==> config.mk <==
export PLATFORM = sky130hd
export DESIGN_NAME = iccm_loader
export DESIGN_NICKNAME = d
export VERILOG_FILES = /design/src/rtl/iccm_loader_pkg.sv /design/src/rtl/iccm_loader_byte_word_packer.sv /design/src/rtl/iccm_loader.sv
export SDC_FILE = /design/constraint.sdc
export NUM_CORES = 1
export LEC_CHECK = 0
export ABC_AREA = 1
export CAP_MARGIN = 25
export CORE_MARGIN = 2
export CORE_UTILIZATION = 58
export CTS_CLUSTER_DIAMETER = 40
export CTS_CLUSTER_SIZE = 25
export DETAILED_ROUTE_END_ITERATION = 8
export HOLD_SLACK_MARGIN = 0.1
export MAX_ROUTING_LAYER = met4
export PLACE_DENSITY = 0.95
export REMOVE_ABC_BUFFERS = 1
export SYNTH_ARGS = -nofsm -noshare
export SYNTH_HDL_FRONTEND = slang
export SYNTH_HIERARCHICAL = 1
export SYNTH_SLANG_ARGS = --single-unit
==> constraint.sdc <==
create_clock -name clk -period 2.76 [get_ports clk]
set_input_delay 0.552 -clock clk [delete_from_list [all_inputs] [get_ports clk]]
set_output_delay 0.552 -clock clk [all_outputs]
set_load 0.05 [all_outputs]
==> src/rtl/iccm_loader_pkg.sv <==
// Shared types for the ICCM image loader.
package iccm_loader_pkg;

    typedef enum logic [2:0] {
        LDR_HDR,
        LDR_DATA,
        LDR_CHK,
        LDR_DONE,
        LDR_ERR
    } iccm_ldr_state_e;

    localparam int LDR_CKSUM_W = 8;
    localparam int LDR_WORD_W  = 32;

endpackage

==> src/rtl/iccm_loader_byte_word_packer.sv <==
// Packs little-endian bytes into 32-bit words; flags the beat that completes a word.
module byte_word_packer
    import iccm_loader_pkg::*;
(
    input  logic                  clk,
    input  logic                  rst,
    input  logic                  clr,
    input  logic                  in_valid,
    input  logic [7:0]            in_data,
    output logic [LDR_WORD_W-1:0] word,
    output logic                  word_valid
);

    logic [1:0]            cnt;
    logic [LDR_WORD_W-1:0] sr;

    // word is the completed value on the 4th accepted byte, so the caller
    // can register it in the same cycle the last byte arrives.
    assign word       = {in_data, sr[LDR_WORD_W-1:8]};
    assign word_valid = in_valid && (cnt == 2'd3);

    always_ff @(posedge clk) begin
        if (rst || clr) begin
            cnt <= 2'd0;
            sr  <= '0;
        end else if (in_valid) begin
            cnt <= cnt + 2'd1;
            sr  <= word;
        end
    end

endmodule

==> src/rtl/iccm_loader.sv <==
// Streams a length-prefixed, XOR-checked image into ICCM and holds the core
// in reset until the image is complete and verified.
module iccm_loader
    import iccm_loader_pkg::*;
#(
    parameter int DEPTH      = 1024,
    parameter int ADDR_WIDTH = $clog2(DEPTH),
    parameter int WIDTH      = 32
) (
    input  logic                  clk,
    input  logic                  rst,
    input  logic                  start,
    input  logic [7:0]            s_data,
    input  logic                  s_valid,
    output logic                  s_ready,
    output logic [ADDR_WIDTH-1:0] iccm_waddr,
    output logic [WIDTH-1:0]      iccm_wdata,
    output logic                  iccm_wen,
    output logic                  core_hold,
    output logic                  load_done,
    output logic                  load_error,
    output logic [ADDR_WIDTH:0]   words_loaded
);

    iccm_ldr_state_e state, state_nxt;

    logic                   beat;
    logic                   rearm;
    logic                   pk_valid;
    logic [LDR_WORD_W-1:0]  pk_word;
    logic                   pk_last;
    logic [ADDR_WIDTH:0]    count_q;
    logic [ADDR_WIDTH:0]    wl_inc;
    logic [LDR_CKSUM_W-1:0] cksum;
    logic                   hdr_big;
    logic                   hdr_zero;

    assign s_ready  = (state == LDR_HDR) || (state == LDR_DATA) ||
                      (state == LDR_CHK);
    assign beat     = s_valid && s_ready;
    assign rearm    = start && ((state == LDR_DONE) || (state == LDR_ERR));
    assign pk_valid = beat && ((state == LDR_HDR) || (state == LDR_DATA));
    assign wl_inc   = words_loaded + 1'b1;
    assign hdr_big  = pk_word > LDR_WORD_W'(DEPTH);
    assign hdr_zero = pk_word == '0;

    byte_word_packer u_packer (
        .clk        (clk),
        .rst        (rst),
        .clr        (rearm),
        .in_valid   (pk_valid),
        .in_data    (s_data),
        .word       (pk_word),
        .word_valid (pk_last)
    );

    always_ff @(posedge clk) begin
        if (rst) state <= LDR_HDR;
        else     state <= state_nxt;
    end

    always_comb begin
        state_nxt = state;
        unique case (state)
            LDR_HDR: begin
                if (pk_last) begin
                    if (hdr_big)       state_nxt = LDR_ERR;
                    else if (hdr_zero) state_nxt = LDR_CHK;
                    else               state_nxt = LDR_DATA;
                end
            end
            LDR_DATA: begin
                if (pk_last && (wl_inc == count_q)) state_nxt = LDR_CHK;
            end
            LDR_CHK: begin
                if (beat) state_nxt = (s_data == cksum) ? LDR_DONE : LDR_ERR;
            end
            LDR_DONE, LDR_ERR: begin
                if (start) state_nxt = LDR_HDR;
            end
            default: state_nxt = LDR_HDR;
        endcase
    end

    always_ff @(posedge clk) begin
        if (rst) begin
            iccm_wen     <= 1'b0;
            iccm_waddr   <= '0;
            iccm_wdata   <= '0;
            core_hold    <= 1'b1;
            load_done    <= 1'b0;
            load_error   <= 1'b0;
            words_loaded <= '0;
            count_q      <= '0;
            cksum        <= '0;
        end else begin
            iccm_wen <= 1'b0;
            if (rearm) begin
                core_hold    <= 1'b1;
                load_done    <= 1'b0;
                load_error   <= 1'b0;
                words_loaded <= '0;
                count_q      <= '0;
                cksum        <= '0;
            end else begin
                // N <= DEPTH is guaranteed on the DATA path, so it fits here.
                if (state == LDR_HDR && pk_last)
                    count_q <= pk_word[ADDR_WIDTH:0];
                if (state == LDR_DATA && beat)
                    cksum <= cksum ^ s_data;
                if (state == LDR_DATA && pk_last) begin
                    iccm_wen     <= 1'b1;
                    iccm_waddr   <= words_loaded[ADDR_WIDTH-1:0];
                    iccm_wdata   <= WIDTH'(pk_word);
                    words_loaded <= wl_inc;
                end
                if (state != LDR_DONE && state_nxt == LDR_DONE) begin
                    load_done <= 1'b1;
                    core_hold <= 1'b0;
                end
                if (state != LDR_ERR && state_nxt == LDR_ERR)
                    load_error <= 1'b1;
            end
        end
    end

endmodule
==> results.md <==
- Placed Cells: 819
- Max Slew Vio Count: 0
- Crit Path Category: flop to primary output
- Iter 0 DRT Violations: 304
- Total grt overflow: 0
- Layout Nets: 742
- Sequential share of the synthesized area: 44.4%
- ANT cells: 0
- Unrepaired setup endpoints after global routing: false
- Clk_skew: 0.00734 ns
- Largest net degree at the start of global routing: 53
- Post_cts resized: 0
- Clock sink count: 105
- Status: complete, no violations
- Fmax: 0.401 GHz
- Syn-to-layout area delta: 18.9%
- Setup WS pre-CTS: between 0.4 and 0.5 ns
- First-pass GRT wire length: 18800 um
- Setup bufs post-CTS: 0
- Max-cap violations: 0
- Synthesis warning total: 6
- Post-synth top area cell: dfxtp_1
- Syn Std Cell Area: 4730 sq um
- LEAKAGE: around 2.4 nW
- Ys async rst share: 0%
- Worst rel slew slack: 61.4%
- Cells after synthesis: between 600 and 700
- Final setup TNS: 0 ns
- Final wirelength: 11100 um
- Critical Path Sink Type: primary output
- Worst vdd ir: 0.306 mV
- Number of enable flip-flop cells after synthesis: 0
- Top-level I/O count: 70
- Top post-synthesis cells by area: dfxtp_1 (44%), nand2_1 (12%), nor2_1 (8.8%)
- Hold Path Class: flop to flop
- Commonest non-fill, non-tap cells in the layout: nand2_1 (155), nor2_1 (111), dfxtp_1 (105), inv_1 (86), clkdlybuf4s50_1 (69)
- Port bufs: 69
- H-tree depth: 3
- CP Data Arrival Time: 1.94 ns
- Critical Path RT: 2.21 ns
- Wire per inst: 13.3 um
- Antenna violations before repair: 0
- Max clock buf depth: 2
- Worst hold margin: 0.459 ns
- Non-Filler Instances: ~840
- GRT Total Usage: 27.0%
- Fraction of layout cells with a size suffix above 1: 6.68%
- GPL Wtd Cong: 0.904
- Die H: between 90 and 100 um
- FILL cells: 596
- Netlist cell types: 31
- #FFs+latches synth: 105
- Residual DRC: 0
- Final hold vios: 0
- # rows: 32
- Total CTS buffers: 9
- Hpwl dp: just under 8000 um
- Reg clk slew, reported paths: roughly 0.10 ns
- Minimum clock period: 2.49 ns
- Syn_area_per_cell: 6.99 sq um
- Worst-path maximum fanout: 5
- Ys flop type: dfxtp_1
- # hold bufs at CTS: 0
- Core area: 7810 sq um
- Final period utilization: 90.4%
- Die ar.: 8900 sq um
- Die X: 94.3 um
- Tightest Pin Transition: 0.577 ns
- Clock latency on the worst-skew pair: ~0.37 ns
- Initial Utilization: 60.6%
- DR vias/cell: 5.30
- Post-DRT Antenna Nets: 0
- Vias in the first global route: around 4300
- Count of final setup violators: 0
- CTS Root Buffer Type: clkbuf_8
- Most common cell after layout, fill and taps aside: nand2_1
- CTS tree: done
- PwrDens: 510 nW/um^2
- Top cell type's share of synthesized area: between 40% and 50%
- Setup crit start kind: flop
- PnR worst setup slack: roughly 0.27 ns
- Pre-antenna DRT Iters: 5
- Via count: 4426
## cell usage after synthesis (3+ instances only)
library cell and instances:
mux2_2 4, clkbuf_1 10, inv_2 3, buf_4 13, nor2_4 5, o21ai_1 3
xor2_1 4, dfxtp_1 105, buf_2 11, o21ai_0 56, nor3_1 6, nand3_1 20
nor2_2 5, xnor2_1 5, nand2_1 155, nor2_1 111, nand4_1 9, inv_1 86
a21oi_1 47, buf_6 3
## stage by stage
stage	util (%)	total power, mW	cell area (sq um)
floorplan	-	1.73	4510
global placement	69.1	1.79	5390
detailed placement	69.1	1.80	5390
CTS	72.1	2.87	5630
global route	72.1	2.96	5630
finish	72.1	2.87	5630
## cell type report
type / instances / area [sq um] / share of cell area (%)
Sequential cell: 105 / 2100 / 37.3
Inverter: 90 / 338 / 6.00
Tap cell: 102 / 128 / 2.27
Clock inverter: 6 / 98.8 / 1.76
Timing Repair Buffer: 77 / 751 / 13.3
Multi-Input combinational cell: 445 / 2070 / 36.8
Clock buffer: 10 / 138 / 2.45
## worst max-delay path, stage by stage, from the launching register on
cell	delay [ns]
dfxtp_1	0.46
inv_1	0.10
o21ai_1	0.20
inv_1	0.10
clkdlybuf4s50_1	0.71
## sequential cells by signal, indices dropped and copies added (netlist names), 2 cells and up
register	count
iccm_wdata	32
u_packer/sr	24
count_q	11
words_loaded	11
iccm_waddr	10
cksum	8
state	3
u_packer/cnt	2
## power by group
part,leakage [nW],internal (mW),total [mW],switching [mW]
Clock,0.117,0.550,1.10,0.547
Sequential,0.852,1.54,1.57,0.0291
Combinational,1.43,0.0709,0.202,0.131
Total,2.39,2.16,2.87,0.707
## logic make-up after synthesis
family | synth area share [%]
AND/OR/NAND/NOR | 28.4
buffers and inverters | 11.9
AO/OA/AOI/OAI | 11.8
flip-flops | 44.4
XOR/XNOR | 2.01
multiplexers | 0.952
adder cells (fa/ha/maj) | 0.529
## layer usage
metal	vias up	share of wire (%)	global-route usage, %
met5	-	0	-
met4	0	2.2	11.4
met3	33	5.4	3.69
met2	174	51	48.3
met1	2015	41	30.1
li1	2204	-	-
## worst paths after layout
| kind | startpoint | to | slack [ns] | cells past startpoint |
|---|---|---|---|---|
| max | state[1] | s_ready | 0.27 | 4 |
| max reg2reg | words_loaded[0] | state[1] | 0.88 | 11 |
| min reg2reg | core_hold | core_hold | 0.46 | 2 |
| min | core_hold | core_hold | 0.46 | 2 |
(Power assumes the default switching activity.)
